[src/rtl/boss_aggro_ctrl.sv]
// Per-player boss threat tracker: rate-limited hit accumulation, frame-based decay,
// death clearing and a hysteresis-filtered chase target flag for the HUD.
module boss_aggro_ctrl #(
  parameter int HIT_AGGRO      = 4,
  parameter int COOLDOWN_TICKS = 20,
  parameter int DECAY_TICKS    = 60,
  parameter int SWITCH_MARGIN  = 3
) (
  input  logic       clk,
  input  logic       rst,
  input  logic       frame_tick,
  input  logic [1:0] game_active,
  input  logic       char_hit,
  input  logic       player_2_hit,
  input  logic       char_alive,
  input  logic       player_2_alive,
  output logic [3:0] char_aggro,
  output logic [3:0] player_2_aggro,
  output logic       aggro_target
);

  localparam int CD_W = $clog2(COOLDOWN_TICKS + 1);
  localparam int DC_W = $clog2(DECAY_TICKS);

  typedef enum logic [1:0] {IDLE, RUN, HOLD} state_t;

  state_t          state;
  logic [CD_W-1:0] char_cd;
  logic [CD_W-1:0] p2_cd;
  logic [DC_W-1:0] decay_cnt;

  logic            char_hit_ok;
  logic            p2_hit_ok;
  logic            dec;
  logic            to_p2;
  logic            to_char;
  logic [4:0]      char_5;
  logic [4:0]      p2_5;

  // Signed headroom lets a decay on an empty meter clamp at 0 instead of wrapping.
  function automatic logic [3:0] next_aggro(input logic [3:0] a, input logic hit,
                                            input logic d, input logic alive);
    logic signed [5:0] s;
    s = signed'({2'b00, a});
    if (hit) s = s + signed'(6'(HIT_AGGRO));
    if (d)   s = s - 6'sd1;
    if (!alive)          return 4'd0;
    else if (s < 6'sd0)  return 4'd0;
    else if (s > 6'sd15) return 4'd15;
    else                 return s[3:0];
  endfunction

  function automatic logic [CD_W-1:0] next_cd(input logic [CD_W-1:0] cd, input logic hit_ok,
                                              input logic tick, input logic alive);
    if (!alive)                       return '0;
    else if (hit_ok)                  return CD_W'(COOLDOWN_TICKS);
    else if (tick && (cd != '0))      return cd - CD_W'(1);
    else                              return cd;
  endfunction

  always_comb begin
    char_hit_ok = char_hit && char_alive && (char_cd == '0);
    p2_hit_ok   = player_2_hit && player_2_alive && (p2_cd == '0);
    dec         = frame_tick && (decay_cnt == DC_W'(DECAY_TICKS - 1));
    char_5      = {1'b0, char_aggro};
    p2_5        = {1'b0, player_2_aggro};
    to_p2       = (p2_5 >= char_5 + 5'(SWITCH_MARGIN)) || (!char_alive && player_2_alive);
    to_char     = (char_5 >= p2_5 + 5'(SWITCH_MARGIN)) || (!player_2_alive && char_alive);
  end

  // Single FSM block; all tracking only advances in RUN while game_active is 1.
  always_ff @(posedge clk or posedge rst) begin
    if (rst) begin
      state          <= IDLE;
      char_aggro     <= '0;
      player_2_aggro <= '0;
      char_cd        <= '0;
      p2_cd          <= '0;
      decay_cnt      <= '0;
      aggro_target   <= 1'b0;
    end else if (game_active == 2'd0) begin
      state          <= IDLE;
      char_aggro     <= '0;
      player_2_aggro <= '0;
      char_cd        <= '0;
      p2_cd          <= '0;
      decay_cnt      <= '0;
      aggro_target   <= 1'b0;
    end else begin
      case (state)
        IDLE: begin
          if (game_active == 2'd1) state <= RUN;
        end
        RUN: begin
          if (game_active != 2'd1) begin
            state <= HOLD;
          end else begin
            char_aggro     <= next_aggro(char_aggro, char_hit_ok, dec, char_alive);
            player_2_aggro <= next_aggro(player_2_aggro, p2_hit_ok, dec, player_2_alive);
            char_cd        <= next_cd(char_cd, char_hit_ok, frame_tick, char_alive);
            p2_cd          <= next_cd(p2_cd, p2_hit_ok, frame_tick, player_2_alive);
            if (frame_tick) decay_cnt <= dec ? '0 : decay_cnt + DC_W'(1);
            // With both players dead the indicator keeps pointing where it was.
            if (char_alive || player_2_alive) begin
              if (!aggro_target && to_p2)      aggro_target <= 1'b1;
              else if (aggro_target && to_char) aggro_target <= 1'b0;
            end
          end
        end
        HOLD: begin
          if (game_active == 2'd1) state <= RUN;
        end
        default: state <= IDLE;
      endcase
    end
  end

endmodule

[config.mk]
export PLATFORM = sky130hd
export DESIGN_NAME = boss_aggro_ctrl
export DESIGN_NICKNAME = d
export VERILOG_FILES = /design/src/rtl/boss_aggro_ctrl.sv
export SDC_FILE = /design/constraint.sdc
export NUM_CORES = 1
export LEC_CHECK = 0
export CAP_MARGIN = 20
export CORE_MARGIN = 1.5
export CORE_UTILIZATION = 50
export CTS_CLUSTER_DIAMETER = 50
export CTS_CLUSTER_SIZE = 30
export DETAILED_ROUTE_END_ITERATION = 12
export PLACE_DENSITY = 0.8
export SLEW_MARGIN = 20
export SYNTH_ARGS = -nofsm -noshare
export SYNTH_HDL_FRONTEND = slang
export SYNTH_SLANG_ARGS = --single-unit
export TNS_END_PERCENT = 10
[constraint.sdc]
create_clock -name clk -period 4.48 [get_ports clk]
set_clock_uncertainty 0.2 [all_clocks]
set_input_delay 0.672 -clock clk [delete_from_list [all_inputs] [get_ports clk]]
set_output_delay 0.672 -clock clk [all_outputs]
set_load 0.005 [all_outputs]
== Word-level counts from Yosys, hierarchy flattened ==
Cells that the tools add are included.
Word-level totals
  register bits after elaboration: 27
  word-level logic and storage cells: 121
  latch bits: 0
  memories: 0
  ROM bits: 0
  output and inout bits: 9
  RAM bits: 0
Operators by class
  eq/ne operators: 10
  $add $sub $neg: 9
  bitwise operators: 0
  $lt $le $gt $ge: 6
  shift-type cells: 0
  div/mod/pow operators: 0
  multiply operators: 0
  reductions and logical operators: 34
  mux-type cells: 55
Operators with widths (number)
  two-way mux 6 bit: 19
  two-way mux 5 bit: 14
  two-way mux 4 bit: 12
  > comparator 6 x 5 -> 1 bit (second input constant): 2
  less-than comparator 6 x 1 -> 1 bit (second input constant): 2
  subtractor 6 x 2 -> 6 bit (second input constant): 2
  logical AND 1 bit: 11
  adder 4 x 2 -> 5 bit (second input constant): 2
  adder 4 x 3 -> 5 bit (second input constant): 2
  >= comparator 4 x 5 -> 1 bit: 2
  logical NOT 5 bit: 2
  nonzero test 5 bit: 2
  subtractor 5 x 1 -> 5 bit (second input constant): 2
  AND reduction 3 bit: 3
  inequality test 4 x 1 -> 1 bit (second input constant): 2
  adder 6 x 1 -> 6 bit (second input constant): 1
  == test 6 bit (second input constant): 1
  two-way mux 1 bit: 6
  two-way mux 2 bit: 3
  nonzero test 2 bit: 3
  == test 2 x 1 -> 1 bit (second input constant): 2
  logical NOT 2 bit: 2
  case mux 2 bit (2 select lines): 1
  AND reduction 2 bit: 2
  other kinds (10): 14

== Longest topological paths before layout ==
Gate-level depths: netlist of the first run.
  depth after elaboration: 18
  depth in mapped cells: 9

== Least setup slack after synthesis of the first run ==
No wires, ideal clock.
  path type: register to register
  start point: register p2_cd[0]
  end point: register player_2_aggro[0]
  data arrival time: 2028 ps
  buffers on the path: 1
  stages on the path, launching flop included: 10
  data required time: 4212 ps
  library setup time: 68 ps
  path slack: 2184 ps
  path through: dfrtp_1 -> inv_1 -> ha_1 -> or4b_4 -> buf_6 -> o211a_1 -> a31oi_2 -> o21ai_2 -> or3_1 -> nand3_1
Between the ends
  longest elaborated chain between the ends: 18
Ends and longest elaborated chain
  start, declared: line 29  | logic [CD_W-1:0] p2_cd;
  start signal, assigned: line 101  | p2_cd <= next_cd(p2_cd, p2_hit_ok, frame_tick, player_2_alive);
  logical NOT 5 bit (*): line 63  | p2_hit_ok = player_2_hit && player_2_alive && (p2_cd == '0);
  logical AND 1 bit (*): line 63
  two-way mux 5 bit (*): line 45  | if (hit) s = s + signed'(6'(HIT_AGGRO));
  two-way mux 6 bit (*): line 95  | if (game_active != 2'd1) begin
  two-way mux 6 bit (*): line 90  | case (state)
  two-way mux 6 bit (*): line 81  | end else if (game_active == 2'd0) begin
  subtractor 6 x 2 -> 6 bit: line 46  | if (d) s = s - 6'sd1;
  two-way mux 6 bit (*): line 46
  [2 not listed]
  two-way mux 6 bit (*): line 81
  > comparator 6 x 5 -> 1 bit: line 49  | else if (s > 6'sd15) return 4'd15;
  two-way mux 4 bit: line 49
  two-way mux 4 bit (*): line 48  | else if (s < 6'sd0) return 4'd0;
  two-way mux 4 bit (*): line 47  | if (!alive) return 4'd0;
  two-way mux 4 bit (*): line 95
  two-way mux 4 bit (*): line 90
  two-way mux 4 bit (*): line 81
  end signal, assigned: line 99  | player_2_aggro <= next_aggro(player_2_aggro, p2_hit_ok, dec, player_2_alive);
  end, declared: line 18  | output logic [3:0] player_2_aggro,
Every way passes the cells marked *; elsewhere a longest branch is shown, timed or not. The select of a mux whose other input is x is not followed.
A chain may end at the register's enable or synchronous reset.

== Final worst setup path of the first run ==
  start point: input frame_tick
  end point: register char_aggro[1]
Between the ends
  longest elaborated chain between the ends: 12
Ends and longest elaborated chain
  start, declared: line 11  | input logic frame_tick,
  logical AND 1 bit (*): line 64  | dec = frame_tick && (decay_cnt == DC_W'(DECAY_TICKS - 1));
  two-way mux 6 bit (*): line 46
  two-way mux 6 bit (*): line 95
  two-way mux 6 bit (*): line 90
  two-way mux 6 bit (*): line 81
  > comparator 6 x 5 -> 1 bit: line 49
  two-way mux 4 bit: line 49
  two-way mux 4 bit (*): line 48
  two-way mux 4 bit (*): line 47
  two-way mux 4 bit (*): line 95
  two-way mux 4 bit (*): line 90
  two-way mux 4 bit (*): line 81
  end signal, assigned: line 98  | char_aggro <= next_aggro(char_aggro, char_hit_ok, dec, char_alive);
  end, declared: line 17  | output logic [3:0] char_aggro,
Marked as above.

==> impl_metrics.env, run 1 <==
export IMPL_status="completed"
export IMPL_wire_per_inst_um=14.60
export IMPL_vias=1809
export IMPL_cpPeakStageDelay_ns=0.55
export IMPL_crit_fanout=12
export IMPL_seq_area_frac_synth_pct=33.09
export IMPL_grt_usage_pct=21.86
export IMPL_syn_inst=237
export IMPL_core_mm2=0.003971
export IMPL_io_pins=18
export IMPL_antenna_found_initial=0
export IMPL_clk_pin_slew_ns=0.11
export IMPL_path_cells="clkdlybuf4s50_1 > and4b_1 > and3_1 > nand2_1 > or3_1 > a31oi_1 > o311ai_0"
export IMPL_die_w_um=66.91
export IMPL_synth_area_leaders="dfrtp_1, ha_1, a21oi_1"
export IMPL_via_per_inst=5.970
export IMPL_postPlaceCellArea_mm2=0.002247
export IMPL_yosys_warnings=0
export IMPL_synth_most_common_cell="dfrtp_1"
export IMPL_ys_types=55
export IMPL_p_leak_nw=0.9274
export IMPL_period_share_pct=66.78
export IMPL_grt_max_degree=28
export IMPL_postRouteAntennaNets=0
export IMPL_drt_wl_total_um=4425
export IMPL_required_ns=4.42
export IMPL_cts_setup_buffers=0
export IMPL_synth_area_mm2=0.002042
export IMPL_areaGrowthSynthToFinish_pct=12.32
export IMPL_end_kind="flip-flop"
export IMPL_drtIter0Drc=146
export IMPL_powerDensity_mw_per_mm2=300.9
export IMPL_cts_tree="built"
export IMPL_postCtsHoldBufs=0
export IMPL_clock_latency_ns=0.28
export IMPL_final_setup_tns_ns=0
export IMPL_cts_root_buf="clkbuf_8"
export IMPL_synth_common_cells="dfrtp_1, nand2_1, nor2_1"
export IMPL_cp_top_family="simple AND/OR/NAND/NOR gates"
export IMPL_drv_cap=0
export IMPL_grt_pass1_wl_um=7583
export IMPL_critical_path_class="input pin to flip-flop"
export IMPL_crit_buf_inv=1
export IMPL_drive_above_1_share_pct=7.510
export IMPL_start_kind="input pin"
export IMPL_firstDrtPassIters=4
export IMPL_synth_top_area_share_pct=33.09
export IMPL_initial_core_util_pct=51.42
export IMPL_vdd_ir_drop_worst_uv=216.8
export IMPL_period_needed_ns=2.992
export IMPL_syn_area_per_cell_um2=8.616
export IMPL_io_buffers=17
export IMPL_cts_max_level=1
export IMPL_synth_edf_count=0
export IMPL_grt_overflow_total=0
export IMPL_gp_congestion=0.9471
export IMPL_ys_ff_latch=27
export IMPL_dpl_hpwl_um=3365
export IMPL_min_path_type="flip-flop to flip-flop"
export IMPL_worstMarginPinSlew_ns=0.5764
export IMPL_die_h_um=66.91
export IMPL_drv_slew=0
export IMPL_nNetsFinal=279
export IMPL_final_hold_violation_count=0
export IMPL_synth_flop_cell="dfrtp_1"
export IMPL_setup_violations_final=0
export IMPL_synth_top_area_cell="dfrtp_1"
export IMPL_maxSlewHeadroom_pct=61.52
export IMPL_std_cell_rows=23
export IMPL_cp_slowest_cell="clkdlybuf4s50_1"
export IMPL_rsz0062_at_grt="false"
export IMPL_cts_resized=0
export IMPL_cts_buffers=3
export IMPL_clockBufferDepth=2
export IMPL_dieArea_mm2=0.004476
export IMPL_n_antenna_cell=0
export IMPL_cts_sinks=27
export IMPL_timing_fmax_ghz=0.3342
export IMPL_arrival_ns=2.93
export IMPL_synth_async_reset_ratio_pct=100.0
export IMPL_fin_area_mm2=0.002293
export IMPL_synth_nets=262
export IMPL_route_detailed_drc=0
export IMPL_grt_pass1_vias=1662
==> layer usage <==
| layer | vias to the layer above | track usage (%) | part of all wire, % |
|---|---|---|---|
| met2 | 49 | 34.88 | 47 |
| met3 | 8 | 4.730 | 4.7 |
| met5 | - | 0 | 0 |
| met1 | 851 | 28.84 | 47 |
| met4 | 0 | 8.163 | 1.5 |
| li1 | 901 | - | - |
==> cell type report <==
type                    instances  area (µm²)
repair buffers                 18       177.7
clock buffers                   3       41.29
fillers                       363        1678
inverters                      16       60.06
flip-flops and latches         27       675.6
clock inverters                 1       5.005
well taps                      50       62.56
multi-input cells             188        1271
==> path summary, 6_finish.rpt <==
check / startpoint / endpoint / slack [ns] / cells after the start
setup / recovery: frame_tick / char_aggro[1] / 1.49 / 7
hold / removal: state[0] / state[0] / 0.28 / 1
setup reg to reg: char_cd[0] / char_aggro[1] / 1.73 / 8
hold reg to reg: state[0] / state[0] / 0.28 / 1
max in group asynchronous: rst / decay_cnt[4] / 3.13 / 2
min in group asynchronous: rst / char_cd[1] / 0.56 / 2
==> through the flow <==
step | setup WS [ns] | utilization [%] | total power, mW | instances | hold WS [ns]
2_1_floorplan | 2.184 | - | 0.5083 | 237 | 0.2309
3_3_place_gp | 1.366 | 56.58 | 0.5456 | 299 | 0.2430
3_5_place_dp | 1.240 | 56.58 | 0.5506 | 299 | 0.2662
4_1_cts | 1.548 | 57.75 | 0.6954 | 303 | 0.2833
5_1_grt | 1.283 | 57.75 | 0.7417 | 303 | 0.3033
6_report | 1.488 | 57.75 | 0.6902 | 303 | 0.2784
==> flip-flops by register name, summed over array words and instances (netlist names) <==
name / count
char_aggro: 4
p2_cd: 5
aggro_target: 1
decay_cnt: 6
state: 2
char_cd: 5
player_2_aggro: 4
==> cells in the final DEF (no fill, tap or decap), types with 3 or more instances in the layout <==
cell type	instances
a21oi_1	16
a31oi_1	6
and3_1	3
clkbuf_8	3
clkdlybuf4s50_1	17
dfrtp_1	27
ha_1	16
inv_1	15
mux2i_1	3
nand2_1	20
nand2b_1	6
nand3_1	8
nand3b_1	3
nor2_1	20
nor3_1	8
nor4_1	3
o211ai_1	3
o21a_1	3
o21ai_0	14
or3_1	4
xnor2_1	8
==> logic make-up (layout without fill, tap and decap cells) <==
family          count (synthesis)  after routing  synth area share [%]
fa+ha+maj                      16             16                 9.804
flops                          27             27                 33.09
mux                             4              4                 2.022
buf+inv                        22             38                 4.657
xor+xnor                       10             10                 4.290
simple gates                   89             89                 22.98
compound gates                 69             69                 23.16
==> power by group <==
part,switching [mW],internal (mW),total (mW)
registers,0.0374,0.279,0.316
logic,0.122,0.108,0.229
clock network,0.0818,0.0625,0.144
==> worst reg2reg max path: cells and delay by family (launching register included) <==
kind / cells / cell delay [ns]
buf+inv: 1 / 0.10
flops: 1 / 0.40
simple gates: 3 / 0.96
mux: 1 / 0.28
fa+ha+maj: 1 / 0.15
compound gates: 2 / 0.52
Power figures use the tool's default switching activity.
==> run 2, diff against run 1 <==
==> constraint.sdc (replaced) <==
create_clock -name clk -period 3.05 [get_ports clk]
set_clock_uncertainty 0.2 [all_clocks]
set_input_delay 0.4575 -clock clk [delete_from_list [all_inputs] [get_ports clk]]
set_output_delay 0.4575 -clock clk [all_outputs]
set_load 0.005 [all_outputs]
==> run 2 against run 1 <==
  * Sequential share of layout area shrank 0.30 points
  * Critical path type is now flip-flop to flip-flop
  * First-iteration DRC count increased by 6.8%
  * Worst hold slack got worse by 0.0081 ns
  * Largest power group unchanged
==> impl_metrics.env, run 2 (synthesized netlist as in run 1, its figures left out) <==
export IMPL_grt_pass1_vias=1828
export IMPL_final_setup_tns_ns=0
export IMPL_cts_sinks=27
export IMPL_clockBufferDepth=2
export IMPL_grt_pass1_wl_um=7941
export IMPL_nNetsFinal=282
export IMPL_min_path_type="flip-flop to flip-flop"
export IMPL_timing_fmax_ghz=0.3722
export IMPL_firstDrtPassIters=4
export IMPL_cts_root_buf="clkbuf_8"
export IMPL_clk_pin_slew_ns=0.10
export IMPL_areaGrowthSynthToFinish_pct=13.48
export IMPL_required_ns=2.98
export IMPL_cpPeakStageDelay_ns=0.42
export IMPL_grt_usage_pct=23.33
export IMPL_regToRegSetupSlack_ns=0.36
export IMPL_vdd_ir_drop_worst_uv=230.7
export IMPL_top_regs="decay_cnt (6), char_cd (5), p2_cd (5)"
export IMPL_arrival_ns=2.62
export IMPL_status="completed"
export IMPL_drtIter0Drc=156
export IMPL_p_sw_share_pct=35.12
export IMPL_multiInputGateArea_mm2=0.001272
export IMPL_die_w_um=66.91
export IMPL_hold_start="state[0]"
export IMPL_setup_violations_final=0
export IMPL_grt_overflow_total=0
export IMPL_final_cell_mix="dfrtp_1, nor2_1, nand2_1"
export IMPL_path_cells="inv_1 > ha_1 > nor4b_1 > buf_4 > and3_2 > mux2i_1 > nor4_1 > a31oi_1 > o311ai_0"
export IMPL_cts_setup_buffers=0
export IMPL_die_h_um=66.91
export IMPL_final_hold_violation_count=0
export IMPL_n_antenna_cell=0
export IMPL_cts_buffers=3
export IMPL_via_per_inst=6.134
export IMPL_p_seq_share_pct=45.2
export IMPL_period_share_pct=88.09
export IMPL_wire_per_inst_um=15.34
export IMPL_crit_fanout=8
export IMPL_cp_slowest_cell="dfrtp_1"
export IMPL_std_cell_rows=23
export IMPL_regMostFlops="decay_cnt"
export IMPL_holdPathStages=1
export IMPL_mostFrequentLayoutCell="dfrtp_1"
export IMPL_end_kind="flip-flop"
export IMPL_rsz0062_at_grt="false"
export IMPL_cell_internal_pwr_mw=0.6708
export IMPL_cts_resized=0
export IMPL_fin_cells=306
export IMPL_io_pins=18
export IMPL_dieArea_mm2=0.004476
export IMPL_regArea_um2=675.6
export IMPL_io_buffers=17
export IMPL_fillers=389
export IMPL_dpl_hpwl_um=3614
export IMPL_r2r_worst_path_cells=9
export IMPL_p_leak_nw=0.9434
export IMPL_drv_cap=0
export IMPL_largest_reg_flops=6
export IMPL_postRouteAntennaNets=0
export IMPL_drive_above_1_share_pct=8.594
export IMPL_dp_cells=302
export IMPL_p_clk_share_pct=20.4
export IMPL_powerDensity_mw_per_mm2=446.2
export IMPL_postCtsHoldBufs=0
export IMPL_antenna_found_initial=0
export IMPL_critical_path_class="flip-flop to flip-flop"
export IMPL_switchingPower_mw=0.3632
export IMPL_period_needed_ns=2.687
export IMPL_min_to="state[0]"
export IMPL_r2r_end="char_aggro[0]"
export IMPL_core_mm2=0.003971
export IMPL_cts_tree="built"
export IMPL_initial_core_util_pct=51.42
export IMPL_drt_wl_total_um=4693
export IMPL_start_kind="flip-flop"
export IMPL_p_total_mw=1.034
export IMPL_gp_congestion=0.9002
export IMPL_vias=1877
export IMPL_worstMarginPinSlew_ns=0.5291
export IMPL_cts_max_level=1
export IMPL_combPwrFrac_pct=34.5
export IMPL_grt_max_degree=28
export IMPL_r2r_start="char_cd[0]"
export IMPL_route_detailed_drc=0
export IMPL_clock_latency_ns=0.28
export IMPL_maxSlewHeadroom_pct=64.60
export IMPL_drv_slew=0
run 2: worst max-delay path, delay by kind of cell, from the launching register on:
| kind | cells | cell delay [ns] |
|---|---|---|
| muxes | 1 | 0.25 |
| DFF | 1 | 0.42 |
| adders and majority gates | 1 | 0.16 |
| and+or+nand+nor | 3 | 0.68 |
| buffers and inverters | 2 | 0.30 |
| AOI/OAI and AO/OA | 2 | 0.52 |
run 2: worst max-delay path by stage:
stage                          start           endpoint  cells past startpoint
after detailed placement  frame_tick      char_aggro[0]                      7
after global routing      char_cd[0]      char_aggro[1]                      9
after global placement    frame_tick      char_aggro[0]                      7
after floorplan             p2_cd[0]  player_2_aggro[0]                      9
final                     char_cd[0]      char_aggro[0]                      9
after CTS                 char_cd[0]      char_aggro[0]                      9
run 2: area by class of cell:
cell class | instances | share of cell area [%]
Tap cell | 50 | 2.700
Clock inverter | 1 | 0.2160
Multi-Input combinational cell | 188 | 54.91
Timing Repair Buffer | 21 | 8.639
Inverter | 16 | 2.592
Clock buffer | 3 | 1.782
Sequential cell | 27 | 29.16
run 2: layer usage:
layer  vias to the layer above  wire [µm]  track usage [%]  share of wire, %
met1                       896       2011            27.30                43
li1                        905          -                -                 -
met4                         0        116            12.50               2.5
met3                        11        263            4.223               5.6
met5                         -          0                0                 0
met2                        65       2302            40.13                49
run 2: stage by stage:
stage	hold WS [ns]	cell area (µm²)	setup slack (ns)	util, %
2_1_floorplan	0.2309	2042	0.7538	-
3_3_place_gp	0.2466	2270	0.3737	57.15
3_5_place_dp	0.2580	2270	0.2449	57.15
4_1_cts	0.2717	2316	0.2601	58.32
5_1_grt	0.2865	2317	0.09644	58.35
6_report	0.2703	2317	0.3633	58.35
run 2: power by group through the flow:
stage	logic (mW)	registers, mW	clock network [mW]
6_report	0.356	0.467	0.210
3_3_place_gp	0.340	0.471	0
4_1_cts	0.357	0.466	0.214
5_1_grt	0.399	0.476	0.231
2_1_floorplan	0.287	0.459	0
3_5_place_dp	0.356	0.473	0
